===== config.mk =====
export PLATFORM = sky130hd
export DESIGN_NAME = lcd1602_disp_sched_flat
export DESIGN_NICKNAME = d
export VERILOG_FILES = /design/src/rtl/lcd1602_disp_sched_pkg.sv /design/src/rtl/lcd1602_disp_sched_if.sv /design/src/rtl/lcd1602_disp_sched_wdog.sv /design/src/rtl/lcd1602_disp_sched.sv /design/src/flat_wrapper.sv
export SDC_FILE = /design/constraint.sdc
export NUM_CORES = 1
export LEC_CHECK = 0
export BUFFER_PORTS_ARGS = -buffer_cell sky130_fd_sc_hd__buf_2
export CORE_UTILIZATION = 55
export CTS_BUF_LIST = sky130_fd_sc_hd__clkbuf_4
export DETAILED_ROUTE_END_ITERATION = 10
export GPL_TIMING_DRIVEN = 0
export PLACE_DENSITY = 0.8
export SLEW_MARGIN = 15
export SYNTH_ARGS = -nofsm -noshare
export SYNTH_HDL_FRONTEND = slang
export SYNTH_SLANG_ARGS = --single-unit

===== constraint.sdc =====
create_clock -name Clk -period 12.3 [get_ports Clk]
set_input_delay 1.23 -clock Clk [delete_from_list [all_inputs] [get_ports Clk]]
set_output_delay 1.23 -clock Clk [all_outputs]
set_load 0.05 [all_outputs]

===== src/rtl/lcd1602_disp_sched_pkg.sv =====
// Shared types and constants for the LCD1602 command scheduler.
// The frame is 32 chars: char 0 sits in the most significant byte of the frame vector.
package lcd1602_disp_sched_pkg;

  localparam int unsigned NCHAR   = 32;
  localparam int unsigned ROW_LEN = 16;

  typedef enum logic [2:0] {
    StIdle,
    StFClr,
    StFCur,
    StFDat,
    StCCur,
    StCDat,
    StWait
  } state_e;

  function automatic logic [7:0] frame_char(input logic [8*NCHAR-1:0] frame,
                                            input logic [4:0]         idx);
    return frame[8*NCHAR-1-8*int'(idx) -: 8];
  endfunction

endpackage


===== src/rtl/lcd1602_disp_sched_if.sv =====
// Producer/controller signal bundle for the LCD1602 command scheduler.
// The master side drives requests and controller status; the slave side is the scheduler.
interface lcd1602_disp_sched_if;

  logic                                       Init_Done;
  logic                                       Cmd_Done;
  logic                                       Frame_Req;
  logic [8*lcd1602_disp_sched_pkg::NCHAR-1:0] Frame_Data;
  logic                                       Chr_Req;
  logic [4:0]                                 Chr_Pos;
  logic [7:0]                                 Chr_Data;
  logic                                       Chr_Ack;
  logic                                       Frame_Busy;
  logic                                       Frame_Done;
  logic                                       Timeout_Err;
  logic [7:0]                                 Pos;
  logic                                       Set_Cursor;
  logic [7:0]                                 Data;
  logic                                       Set_Data;
  logic                                       Clr_Screen;

  modport master (
    output Init_Done, Cmd_Done, Frame_Req, Frame_Data, Chr_Req, Chr_Pos, Chr_Data,
    input  Chr_Ack, Frame_Busy, Frame_Done, Timeout_Err, Pos, Set_Cursor, Data, Set_Data,
           Clr_Screen
  );

  modport slave (
    input  Init_Done, Cmd_Done, Frame_Req, Frame_Data, Chr_Req, Chr_Pos, Chr_Data,
    output Chr_Ack, Frame_Busy, Frame_Done, Timeout_Err, Pos, Set_Cursor, Data, Set_Data,
           Clr_Screen
  );

endinterface


===== src/rtl/lcd1602_disp_sched_wdog.sv =====
// Command-completion watchdog: counts while run_i is high, clears whenever it is low.
// expire_o is high in the TMO_MAX-th consecutive run cycle.
module lcd1602_disp_sched_wdog #(
  parameter int unsigned TMO_W   = 20,
  parameter int unsigned TMO_MAX = 1000000
) (
  input  logic clk_i,
  input  logic rst_i,
  input  logic run_i,
  output logic expire_o
);

  logic [TMO_W-1:0] cnt_q, cnt_d;

  assign expire_o = run_i && (cnt_q == TMO_W'(TMO_MAX - 1));

  always_comb begin
    cnt_d = cnt_q;
    if (!run_i) begin
      cnt_d = '0;
    end else if (!expire_o) begin
      cnt_d = cnt_q + TMO_W'(1);
    end
  end

  always_ff @(posedge clk_i or posedge rst_i) begin
    if (rst_i) begin
      cnt_q <= '0;
    end else begin
      cnt_q <= cnt_d;
    end
  end

endmodule


===== src/rtl/lcd1602_disp_sched.sv =====
// LCD1602 command scheduler: serialises a 32-char frame refresh and single-char writes
// into one-at-a-time controller commands, interleaving chars at frame char boundaries.
module lcd1602_disp_sched
  import lcd1602_disp_sched_pkg::*;
#(
  parameter int unsigned TMO_W   = 20,
  parameter int unsigned TMO_MAX = 1000000
) (
  input logic                 Clk,
  input logic                 Rst,
  lcd1602_disp_sched_if.slave bus
);

  state_e               state_q, state_d, ret_q, ret_d;
  logic [5:0]           idx_q, idx_d;
  logic                 pend_q, pend_d;
  logic                 need_cur_q, need_cur_d;
  logic                 busy_q, busy_d;
  logic                 at_bnd_q, at_bnd_d;
  logic                 served_q, served_d;
  logic [4:0]           cpos_q, cpos_d;
  logic [7:0]           cdata_q, cdata_d;
  logic [8*NCHAR-1:0]   frame_q, frame_d;
  logic [7:0]           pos_q, pos_d, data_q, data_d;
  logic                 set_cur_q, set_cur_d, set_dat_q, set_dat_d, clr_q, clr_d;
  logic                 ack_q, ack_d, done_q, done_d, tmo_q, tmo_d;
  logic                 wd_expire;

  lcd1602_disp_sched_wdog #(
    .TMO_W  (TMO_W),
    .TMO_MAX(TMO_MAX)
  ) u_wdog (
    .clk_i   (Clk),
    .rst_i   (Rst),
    .run_i   (state_q == StWait),
    .expire_o(wd_expire)
  );

  assign bus.Pos         = pos_q;
  assign bus.Data        = data_q;
  assign bus.Set_Cursor  = set_cur_q;
  assign bus.Set_Data    = set_dat_q;
  assign bus.Clr_Screen  = clr_q;
  assign bus.Chr_Ack     = ack_q;
  assign bus.Frame_Busy  = busy_q;
  assign bus.Frame_Done  = done_q;
  assign bus.Timeout_Err = tmo_q;

  always_comb begin
    state_d    = state_q;
    ret_d      = ret_q;
    idx_d      = idx_q;
    pend_d     = pend_q | bus.Frame_Req;
    need_cur_d = need_cur_q;
    busy_d     = busy_q;
    at_bnd_d   = at_bnd_q;
    served_d   = served_q;
    cpos_d     = cpos_q;
    cdata_d    = cdata_q;
    frame_d    = frame_q;
    pos_d      = pos_q;
    data_d     = data_q;
    set_cur_d  = 1'b0;
    set_dat_d  = 1'b0;
    clr_d      = 1'b0;
    ack_d      = 1'b0;
    done_d     = 1'b0;
    tmo_d      = 1'b0;

    // Abort path shared by the watchdog and a dropped Init_Done; a pending frame survives.
    if (state_q != StIdle && (!bus.Init_Done || wd_expire)) begin
      tmo_d      = bus.Init_Done;
      state_d    = StIdle;
      busy_d     = 1'b0;
      need_cur_d = 1'b1;
      at_bnd_d   = 1'b0;
      served_d   = 1'b0;
    end else begin
      unique case (state_q)
        StIdle: begin
          if (bus.Init_Done) begin
            if (bus.Chr_Req) begin
              ack_d      = 1'b1;
              cpos_d     = bus.Chr_Pos;
              cdata_d    = bus.Chr_Data;
              need_cur_d = 1'b1;
              state_d    = StCCur;
            end else if (bus.Frame_Req || pend_q) begin
              frame_d  = bus.Frame_Data;
              idx_d    = '0;
              busy_d   = 1'b1;
              pend_d   = 1'b0;
              at_bnd_d = 1'b0;
              served_d = 1'b0;
              state_d  = StFClr;
            end
          end
        end
        StFClr: begin
          clr_d   = 1'b1;
          ret_d   = StFCur;
          state_d = StWait;
        end
        StFCur: begin
          if (at_bnd_q && idx_q == 6'(NCHAR)) begin
            done_d   = 1'b1;
            busy_d   = 1'b0;
            at_bnd_d = 1'b0;
            state_d  = StIdle;
          end else if (at_bnd_q && bus.Chr_Req && !served_q) begin
            // Serving only every other boundary keeps the frame moving under a held Chr_Req.
            ack_d      = 1'b1;
            cpos_d     = bus.Chr_Pos;
            cdata_d    = bus.Chr_Data;
            need_cur_d = 1'b1;
            served_d   = 1'b1;
            at_bnd_d   = 1'b0;
            state_d    = StCCur;
          end else begin
            at_bnd_d = 1'b0;
            if (at_bnd_q) served_d = 1'b0;
            if (need_cur_q || (idx_q % 6'(ROW_LEN)) == 6'd0) begin
              pos_d      = {3'b000, idx_q[4:0]};
              set_cur_d  = 1'b1;
              need_cur_d = 1'b0;
              ret_d      = StFDat;
              state_d    = StWait;
            end else begin
              state_d = StFDat;
            end
          end
        end
        StFDat: begin
          data_d    = frame_char(frame_q, idx_q[4:0]);
          set_dat_d = 1'b1;
          idx_d     = idx_q + 6'd1;
          at_bnd_d  = 1'b1;
          ret_d     = StFCur;
          state_d   = StWait;
        end
        StCCur: begin
          pos_d     = {3'b000, cpos_q};
          set_cur_d = 1'b1;
          ret_d     = StCDat;
          state_d   = StWait;
        end
        StCDat: begin
          data_d    = cdata_q;
          set_dat_d = 1'b1;
          ret_d     = busy_q ? StFCur : StIdle;
          state_d   = StWait;
        end
        StWait: begin
          if (bus.Cmd_Done) state_d = ret_q;
        end
        default: state_d = StIdle;
      endcase
    end
  end

  always_ff @(posedge Clk or posedge Rst) begin
    if (Rst) begin
      state_q    <= StIdle;
      ret_q      <= StIdle;
      idx_q      <= '0;
      pend_q     <= 1'b0;
      need_cur_q <= 1'b1;
      busy_q     <= 1'b0;
      at_bnd_q   <= 1'b0;
      served_q   <= 1'b0;
      cpos_q     <= '0;
      cdata_q    <= '0;
      frame_q    <= '0;
      pos_q      <= '0;
      data_q     <= '0;
      set_cur_q  <= 1'b0;
      set_dat_q  <= 1'b0;
      clr_q      <= 1'b0;
      ack_q      <= 1'b0;
      done_q     <= 1'b0;
      tmo_q      <= 1'b0;
    end else begin
      state_q    <= state_d;
      ret_q      <= ret_d;
      idx_q      <= idx_d;
      pend_q     <= pend_d;
      need_cur_q <= need_cur_d;
      busy_q     <= busy_d;
      at_bnd_q   <= at_bnd_d;
      served_q   <= served_d;
      cpos_q     <= cpos_d;
      cdata_q    <= cdata_d;
      frame_q    <= frame_d;
      pos_q      <= pos_d;
      data_q     <= data_d;
      set_cur_q  <= set_cur_d;
      set_dat_q  <= set_dat_d;
      clr_q      <= clr_d;
      ack_q      <= ack_d;
      done_q     <= done_d;
      tmo_q      <= tmo_d;
    end
  end

endmodule


===== src/flat_wrapper.sv =====
// flat-port wrapper written by rule: the top's interface ports become plain ports
module lcd1602_disp_sched_flat import lcd1602_disp_sched_pkg::*;
#(
  parameter int unsigned TMO_W   = 20,
  parameter int unsigned TMO_MAX = 1000000
)
  (Clk, Rst, bus_Init_Done, bus_Cmd_Done, bus_Frame_Req, bus_Frame_Data, bus_Chr_Req, bus_Chr_Pos, bus_Chr_Data, bus_Chr_Ack, bus_Frame_Busy, bus_Frame_Done, bus_Timeout_Err, bus_Pos, bus_Set_Cursor, bus_Data, bus_Set_Data, bus_Clr_Screen);
  lcd1602_disp_sched_if bus_i ();
  input logic Clk;
  input logic Rst;
  input wire logic [$bits(bus_i.Init_Done)-1:0] bus_Init_Done;
  input wire logic [$bits(bus_i.Cmd_Done)-1:0] bus_Cmd_Done;
  input wire logic [$bits(bus_i.Frame_Req)-1:0] bus_Frame_Req;
  input wire logic [$bits(bus_i.Frame_Data)-1:0] bus_Frame_Data;
  input wire logic [$bits(bus_i.Chr_Req)-1:0] bus_Chr_Req;
  input wire logic [$bits(bus_i.Chr_Pos)-1:0] bus_Chr_Pos;
  input wire logic [$bits(bus_i.Chr_Data)-1:0] bus_Chr_Data;
  output wire logic [$bits(bus_i.Chr_Ack)-1:0] bus_Chr_Ack;
  output wire logic [$bits(bus_i.Frame_Busy)-1:0] bus_Frame_Busy;
  output wire logic [$bits(bus_i.Frame_Done)-1:0] bus_Frame_Done;
  output wire logic [$bits(bus_i.Timeout_Err)-1:0] bus_Timeout_Err;
  output wire logic [$bits(bus_i.Pos)-1:0] bus_Pos;
  output wire logic [$bits(bus_i.Set_Cursor)-1:0] bus_Set_Cursor;
  output wire logic [$bits(bus_i.Data)-1:0] bus_Data;
  output wire logic [$bits(bus_i.Set_Data)-1:0] bus_Set_Data;
  output wire logic [$bits(bus_i.Clr_Screen)-1:0] bus_Clr_Screen;
  assign bus_i.Init_Done = bus_Init_Done;
  assign bus_i.Cmd_Done = bus_Cmd_Done;
  assign bus_i.Frame_Req = bus_Frame_Req;
  assign bus_i.Frame_Data = bus_Frame_Data;
  assign bus_i.Chr_Req = bus_Chr_Req;
  assign bus_i.Chr_Pos = bus_Chr_Pos;
  assign bus_i.Chr_Data = bus_Chr_Data;
  assign bus_Chr_Ack = bus_i.Chr_Ack;
  assign bus_Frame_Busy = bus_i.Frame_Busy;
  assign bus_Frame_Done = bus_i.Frame_Done;
  assign bus_Timeout_Err = bus_i.Timeout_Err;
  assign bus_Pos = bus_i.Pos;
  assign bus_Set_Cursor = bus_i.Set_Cursor;
  assign bus_Data = bus_i.Data;
  assign bus_Set_Data = bus_i.Set_Data;
  assign bus_Clr_Screen = bus_i.Clr_Screen;
  lcd1602_disp_sched #(.TMO_W(TMO_W), .TMO_MAX(TMO_MAX)) u_core (.Clk(Clk), .Rst(Rst), .bus(bus_i));
endmodule

==> results.ini <==
[drt]
wire_per_inst_microns = 22.3
drt-vias-per-instance = 5.83
drt_iter0_markers = 972
firstDrtPassIters = 5
finalWirelength_microns = 42300
routed-via-count = 11055
ant_nets = 0
drcViolationCount = 0

[placed_design]
dp.cells = 1733
dpl-instance-area_sq_um = 17000
io_buffer_count = 293
hpwlAfterDp_microns = 31100
gpl.final_weighted_congestion = 0.962

[logic_synthesis]
synthXorXnorAreaFrac = 0.0134
synth_area_sq_um = 15100
syn_inst = 1095
synth-async-reset-ratio = 1.00
synth_cell_types = 68
yosysMostFrequentCell = dfrtp_1
yosys_warnings = 0
synthMuxAreaShare = 0.298
ys_seq_elements = 325
synth_edf_count = 0
synth_flop_cell = dfrtp_1
synth_compound_area_frac = 0.0582
synth_area_leaders = dfrtp_1, mux2_1, mux2_2
ys_seq_area_frac = 0.540
synthAdderAreaFrac = 0.00249
synthSimpleGateAreaFrac = 0.0587
synth_top_area_share = 0.538
avgSynthCellArea_sq_um = 13.8
yosysTopAreaCell = dfrtp_1
synth_top_family_by_area = multiplexers
synth_commonest_cells = dfrtp_1, mux2_1, mux2_2

[power]
power.density_nw_per_um2 = 233
p_leak_uw = 0.00812
ir_drop_mv = 0.142

[timing]
tightest_slew_ps = 914
skew_ps = 34.6
fin_tns_setup_ps = 0
finalHoldViolCount = 0
min_period_ps = 4120
finalCritPeriodShare = 0.335
setup-violations-final = 0
rsz0062_at_grt = no
maxSlewViolCount = 0
slew_headroom = 0.388
fmax_ghz = 0.243

[layout]
final_cell_area_sq_um = 18100
final_cells = 1896
drive_above_1_share = 0.399
fill_cells = 2035
syn_to_final_growth_pct = 20.2
multiInputGateArea_sq_um = 6500
regArea_sq_um = 8130
nets = 1759

[clocking]
clk_path_buf_depth = 3
clkTransAtPathRegs_ps = 60
numCtsBuffers = 87
cts_tree = yes
cts.sinks = 325
postCtsSetupBuffers = 0
ctsHoldBuffers = 0
cts-htree-levels = 3
root_buffer = clkbuf_4
cts_resized = 0
insertion_delay_ps = 700

[critical_path]
criticalPathCategory = flop to flop
end_kind = flop
rr_worst_depth = 10
startpoint_type = flop
path_max_fanout = 10
worstPathArrival_ps = 4680
cp.required_ps = 12850

[outcome]
run_status = finished clean

[floorplanning]
ioPinCount = 298
fp-row-count = 60
floorplan.initialDensity = 0.559
coreArea_sq_um = 27000
dieHeight_microns = 168
die_w_microns = 168
die-area_sq_um = 28100

[grt]
grt_overflow = 0
grt_pass1_wl_microns = 64700
antenna_found_initial = 17
grt_max_degree = 114
track_usage = 0.308
grt_pass1_vias = 11449

[min_path]
min_path_cells = 1
hold_path_class = flop to flop

[job]
max_cap_violations = 0

layer usage:
| layer | global-route usage | up-vias | share of wire |
|---|---|---|---|
| met5 | 0 | - | 0.0011 |
| met4 | 0.143 | 8 | 0.034 |
| met3 | 0.0674 | 105 | 0.069 |
| met2 | 0.478 | 490 | 0.48 |
| met1 | 0.416 | 5574 | 0.42 |
| li1 | - | 4878 | - |
registers in the layout, indices dropped and copies added (netlist names), 3 cells and up:
register / cells
u_core.bus.Data: 8
u_core.bus.Pos: 5
u_core.cdata_q: 8
u_core.cpos_q: 5
u_core.frame_q: 256
u_core.idx_q: 6
u_core.ret_q: 3
u_core.state_q: 3
u_core.u_wdog.cnt_q: 20
through the flow:
step	utilization	hold WS (ps)	power (uW)	setup WS, ps
floorplan	-	450	2840	2070
global placement	0.630	461	3230	-1190
detailed placement	0.632	469	3300	8310
CTS	0.671	483	4220	8300
global route	0.672	499	4450	8070
finish	0.672	481	4220	8180
worst paths after layout:
check,endpoint,startpoint,slack (ps)
setup / recovery,u_core.cdata_q[0],u_core.idx_q[0],8180
hold / removal,u_core.frame_q[95],u_core.frame_q[95],480
setup reg to reg,u_core.cdata_q[0],u_core.idx_q[0],8180
hold reg to reg,u_core.frame_q[95],u_core.frame_q[95],480
max in group asynchronous,u_core.frame_q[70],Rst,10100
min in group asynchronous,u_core.frame_q[171],Rst,690
cell type report:
| class | instances | share of cell area |
|---|---|---|
| sequential | 325 | 0.449 |
| multi-input combinational | 689 | 0.359 |
| timing repair buffer | 295 | 0.0840 |
| clock buffer | 126 | 0.0522 |
| tap | 341 | 0.0235 |
| buffer | 72 | 0.0224 |
| clock inverter | 24 | 0.00552 |
| inverter | 11 | 0.00269 |
| antenna | 13 | 0.00180 |
power by group:
| group | internal, uW | total (uW) | switching [uW] |
|---|---|---|---|
| combinational | 724 | 1470 | 746 |
| sequential | 1570 | 1840 | 271 |
| clock | 469 | 911 | 443 |
layout by cell type, fill, tap and decap left out, types with 7 or more instances in the layout:
cell type  synthesis  layout
mux2_1           185     185
nor3_1            12      12
nand3_1           14      14
inv_1             10       9
mux4_2            39      39
nor2_1            45      45
nand2_1           41      41
a22oi_1           29      29
buf_4             28      28
dfrtp_1          324     324
xnor2_1           12      12
buf_1              7       7
mux2i_1           55      55
nor2b_1           11      11
or3_1              8       8
xor2_1            11      11
clkbuf_1          18      18
diode_2            0      13
clkinv_1           1      18
o21ai_0           12      12
a21oi_1           22      22
buf_2             18     311
clkbuf_4           0     126
mux2_2            87      87
cell families (layout without fill, tap and decap cells):
family,count (synthesis),in the layout
other,1,16
buffers and inverters,83,528
AND/OR/NAND/NOR,174,174
XOR/XNOR,23,23
AO/OA/AOI/OAI,120,120
flip-flops,325,325
adder cells (fa/ha/maj),3,3
multiplexers,366,366
worst max-delay path: stages, from the launching register on:
cell and delay [ps]:
dfrtp_1 410, buf_2 400, clkbuf_1 720, inv_1 160
ha_1 270, nor2b_1 190, a211oi_1 480, o21ai_0 200
a21oi_1 490, buf_4 310, mux2_2 360
Note: power is estimated with default switching activity, not from simulation.
